===== config.mk =====
export PLATFORM = sky130hd
export DESIGN_NAME = sn74154_sel_arbiter
export DESIGN_NICKNAME = d
export VERILOG_FILES = /design/src/rtl/sn74154_sel_arbiter.sv
export SDC_FILE = /design/constraint.sdc
export NUM_CORES = 1
export LEC_CHECK = 0
export ABC_CLOCK_PERIOD_IN_PS = 5100
export CAP_MARGIN = 25
export CELL_PAD_IN_SITES_DETAIL_PLACEMENT = 1
export CELL_PAD_IN_SITES_GLOBAL_PLACEMENT = 1
export CORE_MARGIN = 2
export CORE_UTILIZATION = 44
export CTS_CLUSTER_DIAMETER = 200
export DETAILED_ROUTE_END_ITERATION = 8
export PLACE_DENSITY_LB_ADDON = 0.1
export SETUP_SLACK_MARGIN = 0.5
export SYNTH_ARGS = -nofsm -noshare
export SYNTH_HDL_FRONTEND = slang
export SYNTH_SLANG_ARGS = --single-unit

===== constraint.sdc =====
create_clock -name clk -period 5.1 [get_ports clk]
set_input_delay 1.02 -clock clk [delete_from_list [all_inputs] [get_ports clk]]
set_output_delay 1.02 -clock clk [all_outputs]
set_load 0.005 [all_outputs]

===== src/rtl/sn74154_sel_arbiter.sv =====
// Round-robin arbiter sharing one SN74154 4-to-16 decoder among 16 requesters.
// Break-before-make: the address settles with the decoder disabled before each grant.
module sn74154_sel_arbiter #(
    parameter int unsigned MAX_HOLD   = 16,
    parameter int unsigned GAP_CYCLES = 2
) (
    input  logic        clk,
    input  logic        reset,
    input  logic [15:0] req,
    output logic [3:0]  sel,
    output logic        dec_en_n,
    output logic [15:0] grant,
    output logic        busy
);

    localparam int unsigned HOLD_W = 8;
    localparam int unsigned GAP_W  = 4;

    typedef enum logic [1:0] {
        IDLE   = 2'd0,
        SETUP  = 2'd1,
        ACTIVE = 2'd2,
        GAP    = 2'd3
    } state_t;

    state_t              state;
    logic [HOLD_W-1:0]   hold_cnt;
    logic [GAP_W-1:0]    gap_cnt;
    logic [3:0]          last;
    logic [3:0]          winner;
    logic [3:0]          idx;

    // Nearest requester above last wins; scanning far-to-near lets the nearest overwrite.
    always_comb begin
        winner = last;
        idx    = 4'h0;
        for (int i = 16; i >= 1; i--) begin
            idx = last + 4'(i);
            if (req[idx]) begin
                winner = idx;
            end
        end
    end

    always_ff @(posedge clk) begin
        if (reset) begin
            state    <= IDLE;
            sel      <= 4'h0;
            dec_en_n <= 1'b1;
            grant    <= 16'h0000;
            busy     <= 1'b0;
            hold_cnt <= '0;
            gap_cnt  <= '0;
            last     <= 4'hF;
        end else begin
            case (state)
                IDLE: begin
                    if (req != 16'h0000) begin
                        sel   <= winner;
                        state <= SETUP;
                        busy  <= 1'b1;
                    end
                end
                SETUP: begin
                    if (req[sel]) begin
                        state    <= ACTIVE;
                        dec_en_n <= 1'b0;
                        grant    <= 16'(1) << sel;
                        hold_cnt <= HOLD_W'(1);
                    end else begin
                        // Requester withdrew before the decoder was ever enabled.
                        state <= IDLE;
                        busy  <= 1'b0;
                    end
                end
                ACTIVE: begin
                    if (!req[sel] || hold_cnt == HOLD_W'(MAX_HOLD)) begin
                        dec_en_n <= 1'b1;
                        grant    <= 16'h0000;
                        last     <= sel;
                        if (GAP_CYCLES > 0) begin
                            state   <= GAP;
                            gap_cnt <= GAP_W'(1);
                        end else begin
                            state <= IDLE;
                            busy  <= 1'b0;
                        end
                    end else begin
                        hold_cnt <= hold_cnt + HOLD_W'(1);
                    end
                end
                GAP: begin
                    if (gap_cnt < GAP_W'(GAP_CYCLES)) begin
                        gap_cnt <= gap_cnt + GAP_W'(1);
                    end else begin
                        state <= IDLE;
                        busy  <= 1'b0;
                    end
                end
                default: begin
                    state <= IDLE;
                    busy  <= 1'b0;
                end
            endcase
        end
    end

endmodule


==> run summary, run 1 <==
GRT Overall Usage = 26.65%
initial DRC count = 162
DR vias = 3461
Simple-Gate Fraction of Synth Area = 19.15%
CTS buffer count = 5
Final Setup Violations = 0
leakage = 1.556 nW
Bufs on Longest Clock Path = 2
die width = 95.59 um
adder-cell area share of the yosys netlist = 3.390%
antenna violations before repair = 0
sequential cell fraction of total power = 21.1%
largest family of logic cells by synthesized area = multiplexers
total gr overflow = 0
clk root buf = clkbuf_8
Post-Synthesis Cell Area = 3691 um2
max cap viols = 0
layout cells sized above 1 = 10.94%
number of post-CTS setup repair buffers = 0
Rel. slew slack = 45.83%
Top FF cell, synth = dfxtp_1
routed length per instance = 20.85 um
leading area contributor after synthesis = dfxtp_1
Final Hold Fails = 0
Tmin final = 3.962 ns
commonest cells in the netlist = 42 x a21oi_1, 40 x dfxtp_1, 40 x nand2_1
Worst-Margin Slew = 0.7899 ns
post-synthesis register bit count = 40
HPWL after DPL = 8858 um
startpoint types = flip-flop
crit path DAT = 4.16 ns
critical path class = reg2reg
Power Density = 454.6 nW/um2
die area = 9137 um2
post-synthesis async set-or-reset flop share = 0%
Synth Instances = 422
Warnings, synthesis = 0
Core ar. = 8175 um2
Crit Path Max Fanout = 20
Area growth syn-to-layout = 15.76%
Cell Area, Placed = 4161 um2
# rows = 33
die height = 95.59 um
clk_lat worst skew = 0.30 ns
FMAX = 252.4 MHz
status = finished clean
combinational share of power = 65.0%
Placer Congestion = 0.9291
RSZ-0062 raised after global routing = no
worst endpoint required time = 5.30 ns
ANT nets after route = 0
syn_area_per_cell = 8.747 um2
# fillers = 983
ANT cells = 0
maximum vdd drop = 164.5 uV
multi-input logic area = 2715 um2
CTS Hold Bufs = 0
# DRC = 0
period utilisation layout = 77.69%
Clock power frac = 13.9%
Vias/cell = 6.158
fraction of synthesized cell area in xor and xnor cells = 4.712%
final slew viol count = 0
I/O pin total = 40
Int Power = 1.007 mW
clock-pin slew on the worst setup and hold paths = 0.09 ns
Worst setup EP type = flip-flop
worst hold path class = reg2reg
post-synthesis mux area share = 29.19%
Pre-Repair DR Iteration Count = 4
top-count cell post-synth = a21oi_1
top-area cell type share of the netlist area = 21.69%
synth unique cells = 57
CTS tree = done
Tot Pwr = 1.942 mW
initial core utilization = 45.15%
syn_nets = 450
Final Instance Area = 4273 um2
NetSw = 934.8 uW
largest cells by area after synthesis = dfxtp_1 22%, mux4_2 13%, mux2i_1 8.9%
H-tree lvl count = 2
number of port buffers = 39
Compound-Gate Fraction of Synth Area = 17.02%
Sw Ratio = 48.13%
largest net degree at the start of global routing = 33
FF/Latch Area = 800.8 um2
first-pass GRT wire length = 18590 um
final setup TNS = 0 ns
NumNets Final = 484
PostCTS Resize Cnt = 0
WL final = 11720 um
sequential share of the synthesized area = 21.69%
Final Skew = 0.008202 ns
number of flops mapped to enable cells by yosys = 0
vias in the first global route = 3508
clk sink count = 40
metal layers:
layer / wire (um) / vias up / GRT usage, %
met5: 0 / - / 0
met4: 172 / 0 / 7.500
met3: 529 / 14 / 4.032
met2: 5809 / 92 / 45.45
met1: 5203 / 1692 / 35.01
li1: - / 1663 / -
worst max-delay path, stage by stage (launching register included):
cell,delay (ns)
dfxtp_1,0.31
buf_4,0.26
inv_1,0.07
buf_4,0.18
ha_1,0.76
mux4_1,0.54
mux2i_1,0.37
mux2i_1,0.30
nor2b_1,0.23
a2111oi_0,0.35
o21ai_0,0.19
a211oi_1,0.21
nor3_1,0.07
stage by stage:
step / setup slack, ns / std cells / util, % / hold slack (ns)
detailed placement: 1.073 / 554 / 50.90 / 0.4495
floorplan: 1.343 / 422 / - / 0.4313
finish: 1.138 / 562 / 52.27 / 0.4684
global route: 0.8087 / 562 / 52.27 / 0.5003
global placement: 1.079 / 554 / 50.90 / 0.4418
CTS: 1.134 / 562 / 52.27 / 0.4725
final timing paths:
check | startpoint | endpoint | slack, ns | cells after the start
worst max-delay path | last[1]$_SDFFE_PP1P_ | sel[1]$_SDFFE_PP0P_ | 1.14 | 12
worst min-delay path | dec_en_n$_SDFFE_PP1P_ | dec_en_n$_SDFFE_PP1P_ | 0.47 | 2
worst max register to register | last[1]$_SDFFE_PP1P_ | sel[1]$_SDFFE_PP0P_ | 1.14 | 12
worst min register to register | dec_en_n$_SDFFE_PP1P_ | dec_en_n$_SDFFE_PP1P_ | 0.47 | 2
power by group through the flow:
stage                     Clock, mW  Combinational [mW]  Sequential [mW]
after detailed placement          0                1.24            0.419
after floorplan                   0               0.922            0.392
after global placement            0                1.22            0.417
after CTS                     0.279                1.25            0.412
final                         0.270                1.26            0.410
after global routing          0.293                1.37            0.417
placed cells by master, fill, tap and decap left out, drive strengths merged, types with 4 or more instances in the layout:
cell type | netlist | routed
mux2 | 8 | 8
nand3 | 11 | 11
nand2 | 40 | 40
or3 | 5 | 5
ha | 10 | 10
nor2 | 38 | 38
nor3 | 17 | 17
clkbuf | 14 | 5
dfxtp | 40 | 40
mux4 | 28 | 28
nor2b | 8 | 8
mux2i | 33 | 33
a21oi | 42 | 42
nand2b | 6 | 6
o21ai | 15 | 15
a211oi | 5 | 5
inv | 12 | 12
xnor2 | 10 | 10
a31oi | 5 | 5
clkdlybuf4s50 | 0 | 39
nor4 | 8 | 8
nand4 | 4 | 4
buf | 7 | 9
clkinv | 3 | 4
o211ai | 5 | 5
xor2 | 9 | 9
final cells by class:
cell class	instances	share of cell area [%]
timing repair buffer	48	10.72
multi-input combinational	346	63.54
sequential	40	18.74
clock buffer	5	1.611
clock inverter	3	0.9956
inverter	15	1.318
tap	105	3.075
sequential cells by signal (all words and copies together) (netlist names), named ones only:
register / count
gap_cnt: 4
sel: 4
busy: 1
grant: 16
state: 1
dec_en_n: 1
hold_cnt: 8
last: 4
cells by family after synthesis:
family | Yosys count
buf+inv | 36
compound gates | 100
mux | 69
fa+ha+maj | 10
flops | 40
xor+xnor | 19
simple gates | 148
Power figures use the tool's default switching activity.
==> inputs of run 2 (changes only) <==
--- a/config.mk
+++ b/config.mk
@@ -5,7 +5,7 @@
 export SDC_FILE = /design/constraint.sdc
 export NUM_CORES = 1
 export LEC_CHECK = 0
-export ABC_CLOCK_PERIOD_IN_PS = 5100
+export ABC_CLOCK_PERIOD_IN_PS = 3900
 export CAP_MARGIN = 25
 export CELL_PAD_IN_SITES_DETAIL_PLACEMENT = 1
 export CELL_PAD_IN_SITES_GLOBAL_PLACEMENT = 1
==> constraint.sdc (replaced) <==
create_clock -name clk -period 3.9 [get_ports clk]
set_input_delay 0.78 -clock clk [delete_from_list [all_inputs] [get_ports clk]]
set_output_delay 0.78 -clock clk [all_outputs]
set_load 0.005 [all_outputs]
==> run summary, run 2 (synthesized netlist as in run 1, its figures left out) <==
clk_lat worst skew = 0.29 ns
number of flip-flops in the largest register = 16
DR vias = 3535
final setup TNS = 0 ns
antenna violations before repair = 1
startpoint types = input pin
layout cells sized above 1 = 16.81%
NetSw = 1.254 mW
Worst setup EP type = flip-flop
commonest cells after routing, fill and taps aside = 40 x nand2_1, 40 x dfxtp_1, 39 x a21oi_1, 38 x nor2_1, 35 x clkdlybuf4s50_1
placed insts = 566
NumNets Final = 497
Crit Path Max Fanout = 6
routed length per instance = 20.55 um
RSZ-0062 raised after global routing = yes
Final Setup Violations = 0
initial DRC count = 186
worst endpoint required time = 4.09 ns
clk root buf = clkbuf_8
maximum vdd drop = 285.2 uV
Core ar. = 8175 um2
worst hold path class = reg2reg
Worst R2R Setup Slack = 0.74 ns
WL final = 11840 um
# DRC = 0
Pre-Repair DR Iteration Count = 4
period utilisation layout = 85.10%
Top Registers = grant x16, hold_cnt x8
Final Hold Fails = 0
reg2reg end = sel[2]$_SDFFE_PP0P_
Tmin final = 3.319 ns
Sw Ratio = 47.13%
Min-Delay Endpoint = dec_en_n$_SDFFE_PP1P_
die width = 95.59 um
largest net degree at the start of global routing = 30
worst r2r src = last[0]$_SDFFE_PP1P_
Hold Path Stages = 2
pre-CTS setup slack = 0.1315 ns
FMAX = 301.3 MHz
final worst slack = 0.5812 ns
first-pass GRT wire length = 19040 um
die area = 9137 um2
ANT nets after route = 0
# fillers = 998
leakage = 1.652 nW
Int Power = 1.407 mW
crit path DAT = 3.51 ns
Power Density = 597.9 nW/um2
Bufs on Longest Clock Path = 2
CTS tree = done
Worst-Margin Slew = 0.7462 ns
final slew viol count = 0
Placer Congestion = 0.9137
r2r worst-path depth = 9
CP startpoint = req[3]
initial core utilization = 45.15%
Reg with most FFs = grant
status = finished clean
die height = 95.59 um
Clock power frac = 13.0%
sequential cell fraction of total power = 19.8%
number of port buffers = 39
Rel. slew slack = 49.90%
clock-pin slew on the worst setup and hold paths = 0.08 ns
CTS Hold Bufs = 0
# rows = 33
critical path class = in2reg
clk sink count = 40
vias in the first global route = 3541
max cap viols = 0
H-tree lvl count = 2
total gr overflow = 0
fin cells = 576
CTS buffer count = 5
Area growth syn-to-layout = 20.54%
HPWL after DPL = 8966 um
I/O pin total = 40
Hold Startpoint = dec_en_n$_SDFFE_PP1P_
Final Skew = 0.004993 ns
Vias/cell = 6.137
combinational share of power = 67.2%
GRT Overall Usage = 27.06%
run 2: changes by cell type in the layout (fill, tap and decap cells not counted), moves of 2 or more:
cell,change
mux2i_1,-3
mux4_2,+4
mux2i_2,+2
dlymetal6s2s_1,+4
a211oi_1,-2
a21oi_1,-2
mux4_1,-4
clkdlybuf4s50_1,-4
buf_4,+13
run 2: layout make-up:
class / count / area [um2] / share of cell area [%]
Multi-Input combinational cell: 346 / 2781 / 62.51
Timing Repair Buffer: 61 / 565.5 / 12.71
Inverter: 15 / 56.30 / 1.265
Clock inverter: 3 / 42.54 / 0.9561
Tap cell: 105 / 131.4 / 2.953
Clock buffer: 5 / 68.82 / 1.547
Antenna cell: 1 / 2.502 / 0.05624
Sequential cell: 40 / 800.8 / 18.00
run 2: power by group through the flow:
| stage | Clock, mW | Combinational [mW] | Sequential, mW |
|---|---|---|---|
| after detailed placement | 0 | 1.68 | 0.536 |
| after global routing | 0.375 | 1.94 | 0.534 |
| after CTS | 0.353 | 1.73 | 0.527 |
| after global placement | 0 | 1.66 | 0.534 |
| final | 0.345 | 1.79 | 0.527 |
| after floorplan | 0 | 1.21 | 0.512 |
run 2: per-layer routing:
metal / vias to the layer above / routed length, um / share of wire [%] / track usage, %
met2: 59 / 6144 / 52 / 48.66
met4: 0 / 134 / 1.1 / 6.071
met3: 10 / 400 / 3.4 / 3.715
met5: - / 0 / 0 / 0
li1: 1681 / - / - / -
met1: 1785 / 5159 / 44 / 34.25
run 2: worst max path at each step:
stage                                      to  slack, ns  depth (start not counted)
after floorplan           sel[1]$_SDFFE_PP0P_       0.51                         13
after global placement    sel[2]$_SDFFE_PP0P_       0.16                          9
after detailed placement  sel[1]$_SDFFE_PP0P_       0.13                          8
after CTS                 sel[1]$_SDFFE_PP0P_       0.55                          9
after global routing      sel[1]$_SDFFE_PP0P_       0.49                         11
final                     sel[1]$_SDFFE_PP0P_       0.58                         10
run 2: what timing repair did:
item                                    4_1_cts  5_1_grt
resized for setup                             7       17
setup buffers                                 1        0
endpoints found under the setup margin        9        4
pin swaps                                     0        3
run 2: critical path: stages:
cell	delay, ns
clkdlybuf4s50_1	0.46
buf_4	0.18
mux4_2	0.53
mux4_2	0.52
buf_4	0.18
clkinv_1	0.06
a311oi_1	0.08
or4_1	0.44
a211oi_2	0.20
nor3_1	0.07
run 2: metrics by stage:
step,instance area [um2],hold slack [ns],power (mW),utilization [%]
after floorplan,3694,0.4313,1.719,-
after global placement,4252,0.4350,2.189,52.00
after detailed placement,4252,0.4486,2.220,52.00
after CTS,4385,0.4589,2.610,53.64
after global routing,4449,0.4829,2.849,54.42
final,4449,0.4553,2.660,54.42
==> inputs of run 3 (changes only) <==
--- a/config.mk
+++ b/config.mk
@@ -9,7 +9,7 @@
 export CAP_MARGIN = 25
 export CELL_PAD_IN_SITES_DETAIL_PLACEMENT = 1
 export CELL_PAD_IN_SITES_GLOBAL_PLACEMENT = 1
-export CORE_MARGIN = 2
+export CORE_MARGIN = 3
 export CORE_UTILIZATION = 44
 export CTS_CLUSTER_DIAMETER = 200
 export DETAILED_ROUTE_END_ITERATION = 8
==> run summary, run 3 (synthesized netlist as in run 1, its figures left out) <==
Top Registers = grant x16, hold_cnt x8
max cap viols = 0
met3 Track Usage GR = 5.456%
antenna violations before repair = 0
initial DRC count = 221
FF/Latch Area = 800.8 um2
Util after Layout = 55.27%
die width = 97.59 um
commonest non-fill, non-tap cell in the layout = a21oi_1
multi-input logic area = 2741 um2
Final Setup Violations = 0
met1 usage = 37.45%
initial core utilization = 46.56%
fin cells = 569
NumNets Final = 494
critical path class = in2reg
clk_lat worst skew = 0.31 ns
placed insts = 559
# fillers = 936
layout cells sized above 1 = 15.20%
period utilisation layout = 87.14%
largest net degree at the start of global routing = 30
number of port buffers = 39
worst hold path class = reg2reg
Vias/cell = 6.427
r2r worst-path depth = 10
Worst setup EP type = flip-flop
crit path DAT = 3.65 ns
Placer Congestion = 0.9730
pre-CTS setup slack = 0.03211 ns
FMAX = 294.2 MHz
I/O pin total = 40
final setup TNS = 0 ns
Hold Path Stages = 2
H-tree lvl count = 2
ANT nets after route = 0
vias in the first global route = 3609
RSZ-0062 raised after global routing = yes
total gr overflow = 0
startpoint types = input pin
clk sink count = 40
Worst-Margin Slew = 0.7867 ns
HPWL after DPL = 9087 um
Core ar. = 7928 um2
global route hottest layer = met2
worst endpoint required time = 4.15 ns
CTS Hold Bufs = 0
Final Skew = 0.008739 ns
CTS buffer count = 5
final worst slack = 0.5015 ns
maximum vdd drop = 267.7 uV
Bufs on Longest Clock Path = 2
GRT Overall Usage = 25.64%
clk root buf = clkbuf_8
status = finished clean
die area = 9524 um2
Crit Path Max Fanout = 7
number of flip-flops in the largest register = 16
ANT cells = 0
leakage = 1.594 nW
Power Density = 607.8 nW/um2
CTS tree = done
commonest cells after routing, fill and taps aside = 41 x a21oi_1, 40 x nand2_1, 40 x dfxtp_1, 39 x clkdlybuf4s50_1, 38 x nor2_1
WL final = 12210 um
first-pass GRT wire length = 19800 um
die height = 97.59 um
clock-pin slew on the worst setup and hold paths = 0.09 ns
Pre-Repair DR Iteration Count = 5
DR vias = 3657
Worst R2R Setup Slack = 0.74 ns
# rows = 32
final slew viol count = 0
Area growth syn-to-layout = 18.71%
Tot Pwr = 2.663 mW
Reg with most FFs = grant
grt met2 use = 38.80%
Rel. slew slack = 47.48%
Tmin final = 3.399 ns
Final Hold Fails = 0
# DRC = 0
routed length per instance = 21.46 um
[run 3: changes by cell type in the layout (fill, tap and decap cells not counted), moves of 2 or more]
| cell | before | now |
|---|---|---|
| buf_4 | 22 | 18 |
| dlymetal6s2s_1 | 4 | 0 |
| a21oi_1 | 39 | 41 |
| clkdlybuf4s50_1 | 35 | 39 |
| a211oi_1 | 2 | 4 |
[run 3: critical path: stages]
cell,delay (ns)
clkdlybuf4s50_1,0.55
mux4_2,0.61
mux2i_1,0.35
mux2_2,0.33
o21ai_0,0.15
nor3_1,0.21
o31ai_1,0.10
a211oi_1,0.37
o31a_1,0.19
[run 3: timing repair]
item / CTS / global route
resized for setup: 3 / 11
buffers inserted: 0 / 2
gates cloned: 0 / 0
endpoints found under the setup margin: 2 / 4
pin swaps: 0 / 0
[run 3: final timing paths]
path	from	to
max	req[4]	sel[2]$_SDFFE_PP0P_
min	dec_en_n$_SDFFE_PP1P_	dec_en_n$_SDFFE_PP1P_
max reg2reg	last[2]$_SDFFE_PP1P_	sel[1]$_SDFFE_PP0P_
min reg2reg	dec_en_n$_SDFFE_PP1P_	dec_en_n$_SDFFE_PP1P_
[run 3: per-layer routing]
layer / wire [um] / vias up / part of all wire [%]
met4: 200 / 0 / 1.6
met5: 0 / - / 0
met3: 700 / 14 / 5.7
met1: 5842 / 1850 / 48
met2: 5465 / 116 / 45
li1: - / 1677 / -
[run 3: where the power goes]
| group | leakage, nW | internal (mW) | switching, mW | total (mW) |
|---|---|---|---|---|
| registers | 0.325 | 0.457 | 0.0898 | 0.547 |
| logic | 1.21 | 0.752 | 1.01 | 1.76 |
| clock network | 0.0548 | 0.193 | 0.165 | 0.358 |
[run 3: final cells by class]
type                    count  share of cell area [%]
flip-flops and latches     40                   18.28
well taps                 102                   2.913
inverters                  15                   1.285
repair buffers             58                   12.34
multi-input cells         346                   62.56
clock inverters             3                   1.057
clock buffers               5                   1.571
[run 3: per-stage QoR]
stage          hold WS, ns  instance area, um2
3_5_place_dp        0.4474                4225
5_1_grt             0.4977                4382
2_1_floorplan       0.4313                3694
6_report            0.4732                4382
4_1_cts             0.4830                4350
3_3_place_gp        0.4466                4210
